===== src/rtl/zsync50hz_gen_if.sv =====
// Signal bundle between the 50Hz sync source and its consumer.
// The master side is the sync generator; the slave side drives the raw input and force control.
interface zsync50hz_gen_if;
    logic        iSyncRaw;
    logic        iForceFree;
    logic        oSync50Hz;
    logic        oLocked;
    logic        oSyncLost;
    logic [23:0] oPeriodCnt;
    logic [7:0]  oMissCnt;

    modport master (
        input  iSyncRaw,
        input  iForceFree,
        output oSync50Hz,
        output oLocked,
        output oSyncLost,
        output oPeriodCnt,
        output oMissCnt
    );

    modport slave (
        output iSyncRaw,
        output iForceFree,
        input  oSync50Hz,
        input  oLocked,
        input  oSyncLost,
        input  oPeriodCnt,
        input  oMissCnt
    );
endinterface


===== src/rtl/zsync50hz_gen.sv =====
// 50Hz sync source: synchronise, debounce and period-validate the external mains sync,
// flywheel over missing edges and fall back to an internal free-running generator.
module zsync50hz_gen #(
    parameter int unsigned SYNC_STAGES  = 2,
    parameter int unsigned DEBOUNCE_CNT = 1000,
    parameter int unsigned NOM_PERIOD   = 2000000,
    parameter int unsigned TOL          = 100000,
    parameter int unsigned LOCK_CNT     = 3,
    parameter int unsigned FLY_MAX      = 2,
    parameter int unsigned LOSS_CNT     = 4000000
) (
    input  logic           iClk,
    input  logic           iRst,
    zsync50hz_gen_if.master bus
);
    typedef enum logic [1:0] {StFree, StAcquire, StLocked} state_e;

    localparam int unsigned DebW  = (DEBOUNCE_CNT > 1) ? $clog2(DEBOUNCE_CNT + 1) : 1;
    localparam logic [23:0] PMax  = '1;
    localparam int unsigned WinLo = NOM_PERIOD - TOL;
    localparam int unsigned WinHi = NOM_PERIOD + TOL;

    state_e                 state_q, state_d;
    logic [SYNC_STAGES-1:0] sync_q, sync_d;
    logic [DebW-1:0]        deb_q, deb_d;
    logic                   filt_q, filt_d, filt_prev_q;
    logic [23:0]            p_q, p_d, m;
    logic [23:0]            period_q, period_d;
    logic [7:0]             good_q, good_d, fly_q, fly_d, miss_q, miss_d;
    logic                   pulse_q, pulse_d;
    logic                   synced, edge_w, want, miss_inc, early, late;

    // Synchroniser and debounce filter
    always_comb begin
        sync_d = (sync_q << 1) | SYNC_STAGES'(bus.iSyncRaw);
        synced = sync_q[SYNC_STAGES-1];
        filt_d = filt_q;
        deb_d  = '0;
        if (synced != filt_q) begin
            if (32'(deb_q) + 32'd1 >= DEBOUNCE_CNT) begin
                filt_d = synced;
            end else begin
                deb_d = deb_q + 1'b1;
            end
        end
    end

    assign edge_w = filt_q & ~filt_prev_q;
    assign m      = (p_q == PMax) ? PMax : p_q + 24'd1;
    assign early  = 32'(m) < WinLo;
    assign late   = 32'(m) > WinHi;

    always_comb begin
        state_d  = state_q;
        good_d   = good_q;
        fly_d    = fly_q;
        period_d = period_q;
        want     = 1'b0;
        miss_inc = 1'b0;
        if (bus.iForceFree) begin
            state_d = StFree;
            want    = (32'(m) == NOM_PERIOD);
        end else begin
            unique case (state_q)
                StFree: begin
                    if (edge_w) begin
                        want     = 1'b1;
                        good_d   = '0;
                        period_d = m;
                        state_d  = StAcquire;
                    end else if (32'(m) == NOM_PERIOD) begin
                        want = 1'b1;
                    end
                end
                StAcquire: begin
                    if (edge_w) begin
                        if (early) begin
                            miss_inc = 1'b1;
                        end else if (late) begin
                            want     = 1'b1;
                            good_d   = '0;
                            period_d = m;
                        end else begin
                            want     = 1'b1;
                            good_d   = good_q + 8'd1;
                            period_d = m;
                            if (32'(good_q) + 32'd1 == LOCK_CNT) begin
                                state_d = StLocked;
                                fly_d   = '0;
                            end
                        end
                    end else if (32'(m) == LOSS_CNT) begin
                        want     = 1'b1;
                        miss_inc = 1'b1;
                        state_d  = StFree;
                    end
                end
                StLocked: begin
                    if (edge_w) begin
                        if (early) begin
                            miss_inc = 1'b1;
                        end else begin
                            want     = 1'b1;
                            fly_d    = '0;
                            period_d = m;
                        end
                    end else if (32'(m) == WinHi) begin
                        want     = 1'b1;
                        miss_inc = 1'b1;
                        fly_d    = fly_q + 8'd1;
                        if (32'(fly_q) + 32'd1 == FLY_MAX) begin
                            state_d = StFree;
                        end
                    end
                end
                default: state_d = StFree;
            endcase
        end
        // A pulse request right after a pulse still restarts the period but is not emitted
        pulse_d = want & ~pulse_q;
        p_d     = want ? 24'd0 : m;
        miss_d  = (miss_inc && miss_q != 8'hFF) ? miss_q + 8'd1 : miss_q;
    end

    always_ff @(posedge iClk) begin
        if (iRst) begin
            state_q     <= StFree;
            sync_q      <= '0;
            deb_q       <= '0;
            filt_q      <= 1'b0;
            filt_prev_q <= 1'b0;
            p_q         <= '0;
            period_q    <= '0;
            good_q      <= '0;
            fly_q       <= '0;
            miss_q      <= '0;
            pulse_q     <= 1'b0;
        end else begin
            state_q     <= state_d;
            sync_q      <= sync_d;
            deb_q       <= deb_d;
            filt_q      <= filt_d;
            filt_prev_q <= filt_q;
            p_q         <= p_d;
            period_q    <= period_d;
            good_q      <= good_d;
            fly_q       <= fly_d;
            miss_q      <= miss_d;
            pulse_q     <= pulse_d;
        end
    end

    assign bus.oSync50Hz  = pulse_q;
    assign bus.oLocked    = (state_q == StLocked);
    assign bus.oSyncLost  = (state_q == StFree);
    assign bus.oPeriodCnt = period_q;
    assign bus.oMissCnt   = miss_q;
endmodule


===== src/flat_wrapper.sv =====
// flat-port wrapper written by rule: the top's interface ports become plain ports
module zsync50hz_gen_flat 
#(
    parameter int unsigned SYNC_STAGES  = 2,
    parameter int unsigned DEBOUNCE_CNT = 1000,
    parameter int unsigned NOM_PERIOD   = 2000000,
    parameter int unsigned TOL          = 100000,
    parameter int unsigned LOCK_CNT     = 3,
    parameter int unsigned FLY_MAX      = 2,
    parameter int unsigned LOSS_CNT     = 4000000
)
  (iClk, iRst, bus_iSyncRaw, bus_iForceFree, bus_oSync50Hz, bus_oLocked, bus_oSyncLost, bus_oPeriodCnt, bus_oMissCnt);
  zsync50hz_gen_if bus_i ();
  input  logic iClk;
  input  logic iRst;
  input wire logic [$bits(bus_i.iSyncRaw)-1:0] bus_iSyncRaw;
  input wire logic [$bits(bus_i.iForceFree)-1:0] bus_iForceFree;
  output wire logic [$bits(bus_i.oSync50Hz)-1:0] bus_oSync50Hz;
  output wire logic [$bits(bus_i.oLocked)-1:0] bus_oLocked;
  output wire logic [$bits(bus_i.oSyncLost)-1:0] bus_oSyncLost;
  output wire logic [$bits(bus_i.oPeriodCnt)-1:0] bus_oPeriodCnt;
  output wire logic [$bits(bus_i.oMissCnt)-1:0] bus_oMissCnt;
  assign bus_i.iSyncRaw = bus_iSyncRaw;
  assign bus_i.iForceFree = bus_iForceFree;
  assign bus_oSync50Hz = bus_i.oSync50Hz;
  assign bus_oLocked = bus_i.oLocked;
  assign bus_oSyncLost = bus_i.oSyncLost;
  assign bus_oPeriodCnt = bus_i.oPeriodCnt;
  assign bus_oMissCnt = bus_i.oMissCnt;
  zsync50hz_gen #(.SYNC_STAGES(SYNC_STAGES), .DEBOUNCE_CNT(DEBOUNCE_CNT), .NOM_PERIOD(NOM_PERIOD), .TOL(TOL), .LOCK_CNT(LOCK_CNT), .FLY_MAX(FLY_MAX), .LOSS_CNT(LOSS_CNT)) u_core (.iClk(iClk), .iRst(iRst), .bus(bus_i));
endmodule

===== config.mk =====
export PLATFORM = sky130hd
export DESIGN_NAME = zsync50hz_gen_flat
export DESIGN_NICKNAME = d
export VERILOG_FILES = /design/src/rtl/zsync50hz_gen_if.sv /design/src/rtl/zsync50hz_gen.sv /design/src/flat_wrapper.sv
export SDC_FILE = /design/constraint.sdc
export NUM_CORES = 1
export LEC_CHECK = 0
export ABC_CLOCK_PERIOD_IN_PS = 3500
export BUFFER_PORTS_ARGS = -buffer_cell sky130_fd_sc_hd__buf_2
export CAP_MARGIN = 0
export CORE_AREA = 2 2 99 101
export DETAILED_ROUTE_END_ITERATION = 12
export DIE_AREA = 0 0 101 103
export GPL_ROUTABILITY_DRIVEN = 0
export GPL_TIMING_DRIVEN = 0
export PLACE_DENSITY_LB_ADDON = 0.12
export SLEW_MARGIN = 0
export SYNTH_ARGS = -nofsm -noshare
export SYNTH_HDL_FRONTEND = slang
export SYNTH_SLANG_ARGS = --single-unit
export TNS_END_PERCENT = 1

===== constraint.sdc =====
create_clock -name iClk -period 3.5 [get_ports iClk]
set_clock_uncertainty 0.05 [all_clocks]
set_input_delay 0.7 -clock iClk [delete_from_list [all_inputs] [get_ports iClk]]
set_output_delay 0.7 -clock iClk [all_outputs]
set_load 0.02 [all_outputs]

# After elaboration in Yosys (flattened, before gate mapping)
# Cells that the tools add are included.
[totals]
output_inout_bits = 35
word_cells = 111
input_bits = 4
ff_bits = 89
[op_classes]
magnitude_cmp = 3
n_mux = 42
eq_ne = 26
bitwise_logic = 7
addsub = 8
n_reduce_logical = 14
[op_table]
columns = ["operator", "count"]
rows = [
  ["two-way mux 24 bit", 4],
  ["two-way mux 8 bit", 11],
  ["== test 32 x 2 -> 1 bit, second input constant", 2],
  ["== test 24 x 22 -> 1 bit, second input constant", 2],
  ["one-hot mux 24 bit (2 select lines)", 1],
  [">= comparator 32 x 10 -> 1 bit, second input constant", 1],
  ["one-hot mux 8 bit (2 select lines)", 2],
  ["adder 24 x 1 -> 24 bit, second input constant", 1],
  ["adder 8 x 1 -> 8 bit, second input constant", 3],
  ["== test 24 x 21 -> 1 bit, second input constant", 1],
  ["== test 24 bit, second input constant", 1],
  ["> comparator 24 x 22 -> 1 bit, second input constant", 1],
  ["< comparator 24 x 21 -> 1 bit, second input constant", 1],
  ["adder 8 x 1 -> 9 bit, second input constant", 2],
  ["two-way mux 2 bit", 9],
  ["AND reduction 8 bit", 2],
  ["two-way mux 1 bit", 12],
  ["!= test 2 x 1 -> 1 bit, second input constant", 6],
  ["!= test 3 bit, second input constant", 4],
  ["adder 10 x 1 -> 11 bit, second input constant", 1],
  ["adder 10 x 1 -> 10 bit, second input constant", 1],
  ["AND reduction 5 bit", 2],
  ["!= test 2 bit, second input constant", 4],
  ["!= test 8 bit, second input constant", 1],
  ["other kinds (16)", 25],
]

# Longest topological paths before layout
[logic_depth]
depth_word = 8
depth_mapped = 14
ltp_nobuf = 10

# Worst setup path before layout
# OpenSTA, ideal clock, no wires.
[synth_timing]
path_kind = "reg-to-reg"
start = "register u_core.p_q[1]"
end = "register u_core.fly_q[1]"
period_less_slack_ps = 3575
path_stages_with_launch = 14
slack_ps = -75
required_time_ps = 3329
setup_ps = 121
arrival_ps = 3404
n_path_buf = 3
path_cell_list = "dfxtp_1 -> ha_1 -> buf_2 -> nand3_2 -> or3_1 -> buf_2 -> nor3_1 -> mux2i_1 -> nand3_1 -> or4b_1 -> a31oi_1 -> o21a_1 -> buf_2 -> mux2_2"
[synth_via]
elab_chain_cells = 5
elab_cells_between_ends = 11
cone_classes = "add/sub (1); order compare (2); eq/ne (6); mux (1); reduce/logical (1)"
[synth_lines]
columns = ["element", "line_no", "rtl"]
rows = [
  ["start, declared", "zsync50hz_gen.sv:27", "logic [23:0] p_q, p_d, m;"],
  ["start signal, assigned", "zsync50hz_gen.sv:144", "p_q <= p_d;"],
  ["adder 24 x 1 -> 24 bit / == test 24 bit (equally long branches)", "zsync50hz_gen.sv:49", "assign m = (p_q == PMax) ? PMax : p_q + 24'd1;"],
  ["two-way mux 24 bit (*)", "zsync50hz_gen.sv:49", ""],
  ["< comparator 24 x 21 -> 1 bit, or another cell as far along", "zsync50hz_gen.sv:50", "assign early = 32'(m) < WinLo;"],
  ["!= test 3 bit (no source line), or another cell as far along", "n/a", ""],
  ["AND reduction 8 bit (no source line) (*)", "n/a", ""],
  ["end signal, assigned", "zsync50hz_gen.sv:147", "fly_q <= fly_d;"],
  ["end, declared", "zsync50hz_gen.sv:29", "logic [7:0] good_q, good_d, fly_q, fly_d, miss_q, miss_d;"],
]
# Mark *: on every way between the ends. The rest lies on a longest branch, timed or not.
# A chain may end at the register's enable or synchronous reset.

# Final worst setup path
[layout_timing]
start = "register u_core.p_q[0]"
end = "register u_core.miss_q[2] (netlist: u_core.bus.oMissCnt[2])"
[layout_via]
elab_chain_cells = 8
elab_cells_between_ends = 14
cone_classes = "add/sub (1); order compare (1); eq/ne (3); mux (8); reduce/logical (1)"
[layout_lines]
columns = ["element", "line_no", "rtl"]
rows = [
  ["adder 24 x 1 -> 24 bit / == test 24 bit (equally long branches)", "zsync50hz_gen.sv:49", ""],
  ["two-way mux 24 bit (*)", "zsync50hz_gen.sv:49", ""],
  ["< comparator 24 x 21 -> 1 bit, or another cell as far along", "zsync50hz_gen.sv:50", ""],
  ["two-way mux 1 bit (on tied branches)", "n/a", ""],
  ["two-way mux 1 bit (on tied branches)", "zsync50hz_gen.sv:99, zsync50hz_gen.sv:76", ""],
  ["one-hot mux 1 bit (2 select lines) (*)", "zsync50hz_gen.sv:64", "unique case (state_q)"],
  ["two-way mux 1 bit (*)", "zsync50hz_gen.sv:60", "if (bus.iForceFree) begin"],
  ["logical AND 1 bit (*)", "zsync50hz_gen.sv:122", "miss_d = (miss_inc && miss_q != 8'hFF) ? miss_q + 8'd1 : miss_q;"],
  ["end signal, assigned", "zsync50hz_gen.sv:148", "miss_q <= miss_d;"],
  ["end, declared", "zsync50hz_gen.sv:29", ""],
]
# Marks and branches as above.

==> flow_metrics.tcl <==
set metrics [dict create \
    n_antenna_cell 0 \
    crit_fanout 6 \
    dpl.hpwl_um 8810 \
    dieArea_um2 10400 \
    tightest_slew_ns 0.616 \
    synth_compound_area_share_pct 18.0 \
    period_needed_ns 3.48 \
    wirelength_um 13100 \
    drt_iter0_markers 289 \
    place_inst 773 \
    cts-root-buf "clkbuf_8" \
    synth_top_family_by_area "simple AND/OR/NAND/NOR gates" \
    fillers 824 \
    fmax_mhz 287 \
    ir_worst_vdd_v 0.000210 \
    muxShareOfSynthArea_pct 1.50 \
    rows 36 \
    netlist_area_um2 4930 \
    numCtsBuffers 9 \
    synth_adder_area_share_pct 3.25 \
    reg2reg_to "u_core.bus.oMissCnt[2]" \
    rsz0062_at_grt "true" \
    outcome "finished clean" \
    synth_nets 638 \
    regToRegSetupSlack_ns 0.02 \
    synth_xor_area_share_pct 4.62 \
    hold_class "reg -> reg" \
    synth_edf_count 0 \
    fin_crit_sh_pct 99.4 \
    finalHoldViolations 0 \
    synth_simple_gate_area_share_pct 31.8 \
    worstSkewPairLatency_ns 0.38 \
    vias_per_cell 5.99 \
    cts_tree "built" \
    path_clk_slew_ns 0.09 \
    grt_pass1_vias 4397 \
    startpoint_type "flip-flop" \
    synth.avg_cell_area_um2 7.92 \
    fin_tns_setup_ns 0 \
    die_w_um 101 \
    instances_no_fill 818 \
    crit_arrival_ns 3.74 \
    core_area_um2 9460 \
    io_buffers 37 \
    power_density_nw_per_um2 314 \
    slew-limit-headroom_pct 58.9 \
    rr_worst_depth 13 \
    grt_pass1_wl_um 20600 \
    synth_top_flop_cell "dfxtp_1" \
    max_cap_viol_count 0 \
    worst_setup_path_end_kind "flip-flop" \
    pin_count 39 \
    clock_path_buffers 2 \
    path_class "reg -> reg" \
    postCtsHoldBufs 0 \
    synth-seq-cells 89 \
    holdCritStartpoint "u_core.bus.oSync50Hz" \
    htree_levels 3 \
    yosysUniqueCellTypes 69 \
    grt_overflow 0 \
    synthArstFlopShare_pct 0 \
    holdWs_ns 0.375 \
    detail-route-antenna-nets 0 \
    total_power_mw 1.89 \
    netlist_instances 622 \
    first_pass_iters 5 \
    ys_warn_count 0 \
    grt_max_degree 15 \
    dieHeight_um 103 \
    maxSlewViolCount 0 \
    vias 4896 \
    drive_gt1_share_pct 22.3 \
    clock_sinks 89 \
    detail_route.wl_per_cell_um 16.0 \
    antenna_found_initial 0 \
    syn2layout_area_growth_pct 21.9 \
    setup_violations 0 \
    power.leakage_nw 2.23 \
    whs_endpoint "u_core.bus.oSync50Hz" \
    timing.rr.start "u_core.p_q[0]" \
    hold_depth 1 \
    seq_area_frac_synth_pct 36.2 \
    crit_required_ns 3.76 \
    final_nets 715 \
    track_usage_pct 24.8 \
    initial_core_util_pct 52.1 \
    drc 0 \
]
[per-layer routing]
layer  track usage [%]  vias to the layer above  share of wire, %
met4              11.7                        0               2.7
met1              29.5                     2322                43
met5                 0                        -                 0
met2              43.7                      138                50
li1                  -                     2403                 -
met3              4.00                       33               4.0
[worst max-delay path, cell delays in order, from the launching register on]
cell     delay, ns
dfxtp_4       0.38
ha_4          0.14
buf_6         0.11
nand3_4       0.10
nor4_2        0.38
a22oi_2       0.14
or4_4         0.52
nor4_4        0.30
buf_4         0.17
a21oi_1       0.08
o22a_2        0.28
buf_6         0.14
or4_4         0.47
a21oi_2       0.13
[cells in the final DEF (no fill, tap or decap), drive strengths merged, types with 11 or more instances in the layout]
cell / n
a211oi: 23
a21oi: 27
a31oi: 15
buf: 81
clkbuf: 26
dfxtp: 89
ha: 12
inv: 22
nand2: 50
nand2b: 11
nand3: 33
nand4: 17
nor2: 100
nor2b: 11
nor3: 24
nor4: 12
o21ai: 21
xnor2: 14
xor2: 12
[power breakdown]
part           switching, mW  internal [mW]  total, mW
combinational         0.0437         0.0254     0.0690
clock                  0.377          0.421      0.798
sequential           0.00414           1.02       1.02
total                  0.425           1.46       1.89
[cells by family (layout without fill, tap and decap cells)]
| family | count (synthesis) | in the layout |
|---|---|---|
| adders and majority gates | 13 | 13 |
| muxes | 7 | 7 |
| AOI/OAI and AO/OA | 131 | 131 |
| and+or+nand+nor | 304 | 304 |
| DFF | 89 | 89 |
| buffers and inverters | 52 | 134 |
| xor gates and xnor gates | 26 | 26 |
[cells in the mapped netlist, types with 3 or more instances]
library cell | n | share of area, %
nand3_1 | 31 | 3.1
nor4_1 | 11 | 1.4
clkbuf_1 | 12 | 0.91
and3_1 | 10 | 1.3
nand2b_1 | 11 | 1.4
buf_2 | 13 | 1.3
a311oi_1 | 6 | 1.1
mux2i_1 | 4 | 0.81
or4_1 | 5 | 0.76
xor2_1 | 12 | 2.1
ha_1 | 12 | 3.0
nand2_1 | 50 | 3.8
o21ai_0 | 21 | 2.1
nand4_1 | 14 | 1.8
a211oi_1 | 22 | 3.4
or3_1 | 8 | 1.0
o31ai_1 | 3 | 0.46
a21oi_1 | 27 | 2.7
xnor2_1 | 14 | 2.5
nor2_1 | 100 | 7.6
inv_1 | 22 | 1.7
o21a_1 | 4 | 0.61
mux2_2 | 3 | 0.69
o22ai_1 | 5 | 0.63
nor3_1 | 22 | 2.2
and4_1 | 4 | 0.71
or2_2 | 6 | 0.76
a31oi_1 | 15 | 1.9
and2_1 | 3 | 0.38
o311ai_0 | 4 | 0.71
nor2b_1 | 11 | 1.4
dfxtp_1 | 89 | 36
[area by class of cell]
| class | instances | area [um2] | area share [%] |
|---|---|---|---|
| Timing Repair Buffer | 66 | 408 | 6.79 |
| Buffer | 30 | 194 | 3.23 |
| Tap cell | 114 | 143 | 2.37 |
| Clock inverter | 5 | 78.8 | 1.31 |
| Clock buffer | 11 | 141 | 2.35 |
| Multi-Input combinational cell | 481 | 3160 | 52.6 |
| Inverter | 22 | 82.6 | 1.37 |
| Sequential cell | 89 | 1800 | 29.9 |
[repair_timing]
| action | CTS | global route |
|---|---|---|
| pin swaps | 10 | 17 |
| setup endpoints to repair | 75 | 62 |
| cloned | 1 | 1 |
| setup buffers | 17 | 10 |
| gates resized for setup | 35 | 38 |
[state kept, by name (all words and copies together) (netlist names)]
| signal | cells |
|---|---|
| u_core.good_q | 8 |
| u_core.state_q | 2 |
| u_core.bus.oSync50Hz | 1 |
| u_core.filt_prev_q | 1 |
| u_core.p_q | 24 |
| u_core.filt_q | 1 |
| u_core.sync_q | 2 |
| u_core.bus.oMissCnt | 8 |
| u_core.bus.oPeriodCnt | 24 |
| u_core.deb_q | 10 |
| u_core.fly_q | 8 |
[per-stage QoR]
step                setup slack (ns)  instance area [um2]  utilization (%)
finish                        0.0208                 6010             63.5
global route                 -0.0964                 6010             63.5
CTS                         -0.00789                 5780             61.1
detailed placement            -0.669                 5260             55.6
global placement              -0.648                 5260             55.6
floorplan                     0.0395                 4930                -
[how the worst max path moves through the flow]
stage | start | to | cells past startpoint
final | u_core.p_q[0] | u_core.bus.oMissCnt[2] | 13
after global routing | u_core.p_q[11] | u_core.bus.oMissCnt[2] | 11
after CTS | u_core.p_q[7] | u_core.bus.oMissCnt[2] | 12
after detailed placement | u_core.p_q[1] | u_core.p_q[20] | 13
after global placement | u_core.p_q[1] | u_core.p_q[20] | 13
after floorplan | u_core.p_q[1] | u_core.fly_q[1] | 13
Note: power is estimated with default switching activity, not from simulation.
